$ cat src/rtl/servant_uart_pkg.sv
// servant_uart_pkg: receiver FSM states and baud divider helpers shared by the UART RX slice.
package servant_uart_pkg;
   typedef enum logic [1:0] {ST_IDLE, ST_START, ST_DATA, ST_STOP} rx_state_e;
   function automatic int uart_div(input int clk_hz, input int baud);
      return (clk_hz + baud / 2) / baud;
   endfunction
   function automatic int uart_half(input int div);
      return div / 2;
   endfunction
endpackage

$ cat src/rtl/servant_uart_fifo.sv
// servant_uart_fifo: first-word fall-through byte FIFO; a pop in the same cycle makes room for a push when full.
module servant_uart_fifo #(
   parameter int DEPTH = 4
) (
   input  logic       wb_clk,
   input  logic       wb_rst_n,
   input  logic       i_push,
   input  logic       i_pop,
   input  logic [7:0] i_data,
   output logic [7:0] o_data,
   output logic       o_full,
   output logic       o_empty
);
   localparam int AW = $clog2(DEPTH);
   logic [7:0] r_mem [DEPTH];
   logic [AW:0] r_wr, r_rd;
   logic w_wen, w_ren;
   assign o_empty = r_wr == r_rd;
   assign o_full  = (r_wr[AW] != r_rd[AW]) && (r_wr[AW-1:0] == r_rd[AW-1:0]);
   assign w_ren   = i_pop & ~o_empty;
   assign w_wen   = i_push & (~o_full | w_ren);
   assign o_data  = r_mem[r_rd[AW-1:0]];
   always_ff @(posedge wb_clk)
      if (w_wen) r_mem[r_wr[AW-1:0]] <= i_data;
   always_ff @(posedge wb_clk or negedge wb_rst_n)
      if (!wb_rst_n) begin
         r_wr <= '0;
         r_rd <= '0;
      end else begin
         r_wr <= w_wen ? r_wr + 1'b1 : r_wr;
         r_rd <= w_ren ? r_rd + 1'b1 : r_rd;
      end
endmodule

$ cat src/rtl/servant_uart_rx.sv
// servant_uart_rx: 8N1 UART receiver with mid-bit sampling, frame/overrun pulses and a small output FIFO.
module servant_uart_rx #(
   parameter int CLK_FREQ_HZ = 16630000,
   parameter int BAUD        = 57600,
   parameter int FIFO_DEPTH  = 4
) (
   input  logic       wb_clk,
   input  logic       wb_rst_n,
   input  logic       i_rx,
   output logic [7:0] o_data,
   output logic       o_valid,
   input  logic       i_ready,
   output logic       o_frame_err,
   output logic       o_overrun,
   output logic       o_busy
);
   import servant_uart_pkg::*;
   localparam int DIV  = uart_div(CLK_FREQ_HZ, BAUD);
   localparam int HALF = uart_half(DIV);
   localparam int CW   = $clog2(DIV + 1);
   localparam logic [CW-1:0] C_RELOAD = CW'(DIV - 1);
   localparam logic [CW-1:0] C_HALF   = CW'(HALF - 1);

   rx_state_e r_state, w_state_n;
   logic [CW-1:0] r_cnt, w_cnt_n;
   logic [2:0] r_idx, w_idx_n;
   logic [7:0] r_shift, w_shift_n, w_fifo_data;
   logic r_rx_m, r_rx_s, r_rx_p;
   logic r_frame_err, r_overrun;
   logic w_tick, w_push, w_ferr, w_pop, w_full, w_empty;

   assign w_tick      = r_cnt == '0;
   assign o_valid     = ~w_empty;
   assign o_data      = o_valid ? w_fifo_data : 8'h00;
   assign o_busy      = r_state != ST_IDLE;
   assign o_frame_err = r_frame_err;
   assign o_overrun   = r_overrun;
   assign w_pop       = o_valid & i_ready;

   always_ff @(posedge wb_clk or negedge wb_rst_n)
      if (!wb_rst_n) begin
         r_state     <= ST_IDLE;
         r_cnt       <= '0;
         r_idx       <= '0;
         r_shift     <= '0;
         r_rx_m      <= 1'b1;
         r_rx_s      <= 1'b1;
         r_rx_p      <= 1'b1;
         r_frame_err <= 1'b0;
         r_overrun   <= 1'b0;
      end else begin
         r_state     <= w_state_n;
         r_cnt       <= w_cnt_n;
         r_idx       <= w_idx_n;
         r_shift     <= w_shift_n;
         r_rx_m      <= i_rx;
         r_rx_s      <= r_rx_m;
         r_rx_p      <= r_rx_s;
         r_frame_err <= w_ferr;
         r_overrun   <= w_push & w_full & ~w_pop;
      end

   // Starts are edge-triggered only, so a held-low break cannot retrigger frames.
   always_comb begin
      w_state_n = r_state;
      w_cnt_n   = w_tick ? r_cnt : r_cnt - CW'(1);
      w_idx_n   = r_idx;
      w_shift_n = r_shift;
      w_push    = 1'b0;
      w_ferr    = 1'b0;
      case (r_state)
         ST_IDLE:
            if (r_rx_p && !r_rx_s) begin
               w_state_n = ST_START;
               w_cnt_n   = C_HALF;
            end
         ST_START:
            if (w_tick) begin
               w_state_n = r_rx_s ? ST_IDLE : ST_DATA;
               w_cnt_n   = C_RELOAD;
               w_idx_n   = '0;
            end
         ST_DATA:
            if (w_tick) begin
               w_shift_n = {r_rx_s, r_shift[7:1]};
               w_cnt_n   = C_RELOAD;
               w_idx_n   = r_idx + 3'd1;
               w_state_n = r_idx == 3'd7 ? ST_STOP : ST_DATA;
            end
         default:
            if (w_tick) begin
               w_push    = r_rx_s;
               w_ferr    = ~r_rx_s;
               w_state_n = ST_IDLE;
            end
      endcase
   end

   servant_uart_fifo #(.DEPTH(FIFO_DEPTH)) u_fifo (
      .wb_clk  (wb_clk),
      .wb_rst_n(wb_rst_n),
      .i_push  (w_push),
      .i_pop   (w_pop),
      .i_data  (r_shift),
      .o_data  (w_fifo_data),
      .o_full  (w_full),
      .o_empty (w_empty)
   );
endmodule

$ cat config.mk
export PLATFORM = sky130hd
export DESIGN_NAME = servant_uart_rx
export DESIGN_NICKNAME = d
export VERILOG_FILES = /design/src/rtl/servant_uart_pkg.sv /design/src/rtl/servant_uart_fifo.sv /design/src/rtl/servant_uart_rx.sv
export SDC_FILE = /design/constraint.sdc
export NUM_CORES = 1
export LEC_CHECK = 0
export BUFFER_PORTS_ARGS = -buffer_cell sky130_fd_sc_hd__buf_2
export CORE_ASPECT_RATIO = 0.6
export CORE_MARGIN = 2
export CORE_UTILIZATION = 46
export DETAILED_ROUTE_END_ITERATION = 7
export GPL_ROUTABILITY_DRIVEN = 1
export GPL_TIMING_DRIVEN = 1
export MAX_ROUTING_LAYER = met4
export SETUP_SLACK_MARGIN = 0.1
export SLEW_MARGIN = 20
export SYNTH_ARGS = -nofsm -noshare
export SYNTH_HDL_FRONTEND = slang
export SYNTH_HIERARCHICAL = 1
export SYNTH_SLANG_ARGS = --single-unit
$ cat constraint.sdc
create_clock -name wb_clk -period 8.2 [get_ports wb_clk]
set_clock_uncertainty 0.15 [all_clocks]
set_input_delay 1.64 -clock wb_clk [delete_from_list [all_inputs] [get_ports wb_clk]]
set_output_delay 1.64 -clock wb_clk [all_outputs]
set_load 0.01 [all_outputs]
==> reports/metrics.cfg, run 1 <==
[setup_path]
worstPathCellList = mux4_1 -> nor2b_1 -> buf_2
critPathCaptureType = output pin
cp_max_fo = 11
required_ns = 6.41
cp.arrival_ns = 2.03
slowest_stage = dfrtp_1
reg2reg_depth = 6
crit_start = u_fifo/r_rd[0]
slowest_delay_ns = 0.78
reg2reg_from = u_fifo/r_rd[0]
r2r_end = u_fifo/r_mem[2][0]
critPathKind = reg -> out
r2r_slack_ns = 5.18
cp-start-kind = flop

[finish]
final_nets = 250
num_antenna_cells = 0
syn_to_final_growth_pct = 15.8
layout.cells.non_filler = 324
drive_above_1_share = 0.262

[yosys]
synth.mux.area_fraction = 0.111
yosysSeqAreaShare = 0.575
synth_seq_cells = 65
syn-num-nets = 227
synth_xor_xnor_area_share = 0.0402
synth_compound_area_frac = 0.0820
synth_top_family_by_area = multiplexers
syn-cell-area_sq_um = 3110
syn_inst = 209
synthAdderAreaFrac = 0.0563
avgSynthCellArea_sq_um = 14.9
synth-simple-area-share = 0.104
ys_types = 52
ys.warnings.count = 6

[die]
dieArea_sq_um = 7460
ios = 16
initial_core_util = 0.470
die_x_microns = 110
num_rows = 23
core_area_sq_um = 6620
die_h_microns = 67.7

[sta]
slew_headroom = 0.489
fmax_mhz = 262
finalCritPeriodShare = 0.466
rsz0062_at_grt = no
finalHoldViolations = 0
final.setup.tns_ns = 0
worst_slew_pin_slew_ns = 0.767
slew_violations = 0
period_minus_slack_ns = 3.82
finalSetupViolations = 0

[worst_hold_path]
min_to = r_rx_s
min_path_cells = 0
hold_path.startpoint = r_rx_m
hp-class = reg -> reg

[clock_tree]
clkTransAtPathRegs_ns = 0.06
cts_root_buffer = clkbuf_16
cts_setup_buffers = 0
clk_path_buf_depth = 2
ctsHoldBuffers = 0
cts_resized = 0
cts_sinks = 65
h-tree-depth = 3
cts_tree = yes
numCtsBuffers = 9
worstSkewPairLatency_ns = 0.33

[route]
drcViolationCount = 0
ant_nets = 0
wl_microns = 5230
vias_per_cell = 5.26
wire_per_inst_microns = 16.1
drtPass1Iterations = 4
drt_iter0_markers = 97
vias = 1705

[power]
p_per_area_nw_per_um2 = 322
total_leakage_power_nw = 1.49
irDropWorstVdd_mv = 0.171

[global_route]
grtUsageTotal = 0.168
grt_pass1_wl_microns = 8380
grt_pass1_vias = 1523
antenna_found_initial = 0
grt_max_degree = 34
grt_overflow_total = 0

[place]
gp_congestion = 0.802
dp_hpwl_microns = 3520
dp_cells = 308
io_buffers = 15

[outcome]
outcome = finished clean

[flow_run]
cap_viol_max_count = 0

## routing by layer
layer,GRT usage,share of wire,up-vias
met4,0.0703,0.010,0
li1,-,-,842
met2,0.188,0.38,33
met1,0.261,0.57,826
met3,0.0579,0.040,4
met5,-,0,-
## synth_stat cells (all sizes together)
cell type,number,area (sq um)
edfxtp,32,961
dfrtp,30,751
ha,14,175
inv,12,47.6
nor2,12,45.0
mux2,11,124
nor2b,11,68.8
mux4,8,210
and3,6,37.5
nor3,6,35.0
xnor2,6,52.6
nand2,5,21.3
a21oi,4,23.8
buf,4,50.1
xor2,4,72.6
a31oi,3,18.8
dfstp,3,78.8
nand2b,3,18.8
o21ai,3,15.0
or3,3,18.8
a32o,2,20.0
o211ai,2,15.0
o311ai,2,25.0
o31ai,2,20.0
o41ai,2,32.5
or2,2,12.5
or4,2,22.5
a211oi,1,12.5
a21boi,1,11.3
a21o,1,7.51
a221oi,1,15.0
a22oi,1,12.5
a2bb2oi,1,8.76
and2,1,6.26
and3b,1,8.76
and4,1,8.76
mux2i,1,10.0
nand3,1,5.00
nand3b,1,7.51
o2111ai,1,8.76
o32ai,1,8.76
or2b,1,7.51
## through the flow
step	worst slack [ns]	cell area [sq um]	total power [mW]	util	hold WS, ns
after floorplan	4.88	3110	0.652	-	0.195
after global placement	4.73	3250	0.723	0.491	0.196
after detailed placement	4.70	3250	0.725	0.491	0.199
after CTS	4.34	3600	1.17	0.544	0.207
after global routing	4.26	3600	1.23	0.544	0.212
final	4.38	3600	1.16	0.544	0.208
## critical path: cells and delay by family, from the launching register on
kind / cells / cell delay (ns)
and+or+nand+nor: 1 / 0.16
DFF: 1 / 0.78
muxes: 1 / 0.62
buffers and inverters: 1 / 0.14
## layout by cell type, fill, tap and decap left out, types with 6 or more instances in the layout
master and instances:
edfxtp_1 32, dfrtp_1 30, buf_2 15, ha_1 14
nor2_1 12, inv_1 11, nor2b_1 11, mux2_2 9
clkbuf_16 9, mux4_1 8, and3_1 6, xnor2_1 6
## where the power goes
part	internal, mW	total [mW]	switching [mW]
logic	0.135	0.310	0.174
registers	0.374	0.409	0.0347
clock network	0.300	0.441	0.142
total	0.809	1.16	0.351
## kinds of logic (layout without fill, tap and decap cells)
family          Yosys count  in the layout
xor+xnor                 10             10
compound gates           28             28
buf+inv                  16             44
mux                      20             20
simple gates             56             56
fa+ha+maj                14             14
flops                    65             65
## state kept, by name (all words and copies together), names as in the netlist
register,cells
r_rx_s,1
o_frame_err,1
r_idx,3
r_rx_m,1
o_overrun,1
r_state,2
u_fifo/r_wr,3
u_fifo/r_mem,32
r_cnt,9
r_shift,8
u_fifo/r_rd,3
r_rx_p,1
## final cells by class
type / count / area, sq um
Tap cell: 87 / 109
Timing Repair Buffer: 16 / 82.6
Multi-Input combinational cell: 128 / 1220
Fill cell: 559 / 3020
Sequential cell: 65 / 1790
Clock buffer: 9 / 225
Inverter: 12 / 47.5
Clock inverter: 7 / 125
## how the worst max path moves through the flow
stage | cells past startpoint | to
final | 3 | o_data[6]
after global routing | 5 | o_data[6]
after CTS | 5 | o_data[6]
after detailed placement | 3 | o_data[6]
after global placement | 3 | o_data[6]
after floorplan | 4 | o_valid
(Power assumes the default switching activity.)
==> inputs of run 2 (changes only) <==
- PLACE_DENSITY: default -> 0.65
- clock period: 8.2 -> 3.22 ns (I/O delays scaled with it)
==> run 2 against run 1 <==
  * Final area fell by 1.6%
  * Register-to-register slack got worse by 4.6 ns
  * Sequential power rose to 2.5 times the previous value
==> reports/metrics.cfg, run 2 (same netlist as run 1, synthesis figures left out) <==
[outcome]
outcome = finished clean

[setup_path]
cp_max_fo = 10  ; -1
worstPathCellList = buf_4 -> mux4_1 -> nor2b_1 -> buf_2
slowest_stage = mux4_1
cp-start-kind = flop
path_delay_family = multiplexers
cp.arrival_ns = 1.89  ; -0.14 ns
reg2reg_depth = 6  ; unchanged
crit_buf_inv = 2  ; +1
critPathCaptureType = output pin
critPathKind = reg -> out
slowest_delay_ns = 0.58  ; -0.20 ns
required_ns = 2.43  ; -3.98 ns
cp.depth = 4  ; +1

[route]
wire_per_inst_microns = 17.6  ; +8.8%
vias_per_cell = 5.26  ; -0.12%
ant_nets = 0  ; unchanged
drt_iter0_markers = 127  ; +31%
vias = 1724  ; +1.1%
wl_microns = 5760  ; +10%
drcViolationCount = 0  ; unchanged
drtPass1Iterations = 4  ; unchanged

[global_route]
grtUsageTotal = 0.180  ; +0.0122
grt_max_degree = 34  ; unchanged
grt_overflow_total = 0  ; unchanged
grt_pass1_vias = 1567  ; +2.9%
grt_pass1_wl_microns = 8990  ; +7.2%
antenna_found_initial = 0  ; unchanged

[sta]
slew_headroom = 0.493  ; +0.00395
finalCritPeriodShare = 0.835
fmax_mhz = 372
finalHoldViolations = 0  ; unchanged
rsz0062_at_grt = no
period_minus_slack_ns = 2.69
finalSetupViolations = 0  ; unchanged
final.setup.tns_ns = 0  ; unchanged
slew_violations = 0  ; unchanged
worst_slew_pin_slew_ns = 0.761  ; -0.00592 ns

[worst_hold_path]
min_path_cells = 0  ; unchanged
hp-class = reg -> reg

[finish]
n_fill_cell = 575  ; +2.9%
num_antenna_cells = 0  ; unchanged
drive_above_1_share = 0.266  ; +0.00396
final_nets = 254  ; +1.6%
largest_register_ffs = 32  ; unchanged
final_common_cell = edfxtp_1
syn_to_final_growth_pct = 14.0
final_cell_mix = edfxtp_1 (32), dfrtp_1 (30), buf_2 (15)

[power]
p_clk_frac = 0.313  ; -0.068
seq_power_share = 0.385  ; +0.033
power.total_mw = 2.71  ; +130%
total_leakage_power_nw = 1.47  ; -1.3%
irDropWorstVdd_mv = 0.385  ; +130%
sw_frac_of_total = 0.328  ; +0.0253
power.switching_mw = 0.888  ; +150%
p_per_area_nw_per_um2 = 764  ; +140%
power_frac_comb = 0.302  ; +0.035
internal_power_mw = 1.82  ; +130%

[place]
gp_congestion = 0.777  ; -3.1%
dp_hpwl_microns = 4080  ; +16%
io_buffers = 15  ; unchanged

[die]
ios = 16  ; unchanged
dieArea_sq_um = 7460  ; unchanged
die_x_microns = 110  ; unchanged
num_rows = 23  ; unchanged
initial_core_util = 0.470  ; unchanged
core_area_sq_um = 6620  ; unchanged
die_h_microns = 67.7  ; unchanged

[clock_tree]
cts_setup_buffers = 0  ; unchanged
cts_resized = 0  ; unchanged
cts_root_buffer = clkbuf_16
cts_sinks = 65  ; unchanged
h-tree-depth = 3  ; unchanged
ctsHoldBuffers = 0  ; unchanged
clk_path_buf_depth = 2  ; unchanged
numCtsBuffers = 9  ; unchanged
worstSkewPairLatency_ns = 0.32  ; about the same
clkTransAtPathRegs_ns = 0.06  ; about the same
cts_tree = yes

[flow_run]
cap_viol_max_count = 0  ; unchanged

-- run 2: cell types whose count changed in the layout (fill, tap and decap cells not counted) --
| cell | delta |
|---|---|
| buf_4 | +4 |
| bufinv_16 | -3 |
| clkbuf_1 | +1 |
| clkinv_1 | +1 |
| clkinv_2 | +3 |
| clkinv_4 | -1 |
| clkinvlp_4 | +1 |
| inv_6 | -2 |
-- run 2: final timing paths --
check / start / end / slack (ns)
max: u_fifo/r_rd[0] / o_data[7] / 0.53
min: r_rx_m / r_rx_s / 0.21
max reg2reg: u_fifo/r_wr[0] / u_fifo/r_mem[2][2] / 0.62
min reg2reg: r_rx_m / r_rx_s / 0.21
max in group asynchronous: wb_rst_n / r_idx[1] / 2.18
min in group asynchronous: wb_rst_n / r_cnt[4] / 0.24
-- run 2: power by group through the flow --
stage | Sequential, mW | Clock [mW] | Combinational (mW)
CTS | 1.04 | 0.875 | 0.811
global route | 1.05 | 0.911 | 0.906
detailed placement | 1.05 | 0 | 0.806
floorplan | 1.03 | 0 | 0.632
global placement | 1.05 | 0 | 0.803
finish | 1.04 | 0.848 | 0.819
-- run 2: worst reg2reg max path, cell delays in order, from the launching register on --
cell	delay [ns]
dfrtp_1	0.48
xor2_4	0.23
nor3_1	0.30
nor2b_1	0.12
buf_4	0.17
or4_4	0.54
and3_1	0.32
-- run 2: final cells by class --
class	instances	area, sq um	share of cell area
timing repair buffer	20	113	0.0317
clock inverter	6	35.0	0.00988
tap	87	109	0.0307
multi-input combinational	128	1220	0.345
inverter	12	47.5	0.0134
clock buffer	10	229	0.0646
sequential	65	1790	0.505
-- run 2: per-layer routing --
| layer | up-vias | track usage | share of wire |
|---|---|---|---|
| met3 | 5 | 0.0830 | 0.083 |
| li1 | 841 | - | - |
| met4 | 0 | 0.0469 | 0.011 |
| met2 | 54 | 0.173 | 0.32 |
| met5 | - | - | 0 |
| met1 | 824 | 0.300 | 0.58 |
-- run 2: per-stage QoR --
step | cell area [sq um] | hold WS (ns) | utilization | setup WS [ns] | std cells
6_report | 3550 | 0.206 | 0.536 | 0.531 | 328
5_1_grt | 3550 | 0.217 | 0.536 | 0.452 | 328
4_1_cts | 3550 | 0.209 | 0.536 | 0.516 | 328
3_5_place_dp | 3280 | 0.201 | 0.496 | 0.650 | 312
3_3_place_gp | 3280 | 0.196 | 0.496 | 0.710 | 312
2_1_floorplan | 3110 | 0.195 | - | 0.327 | 209
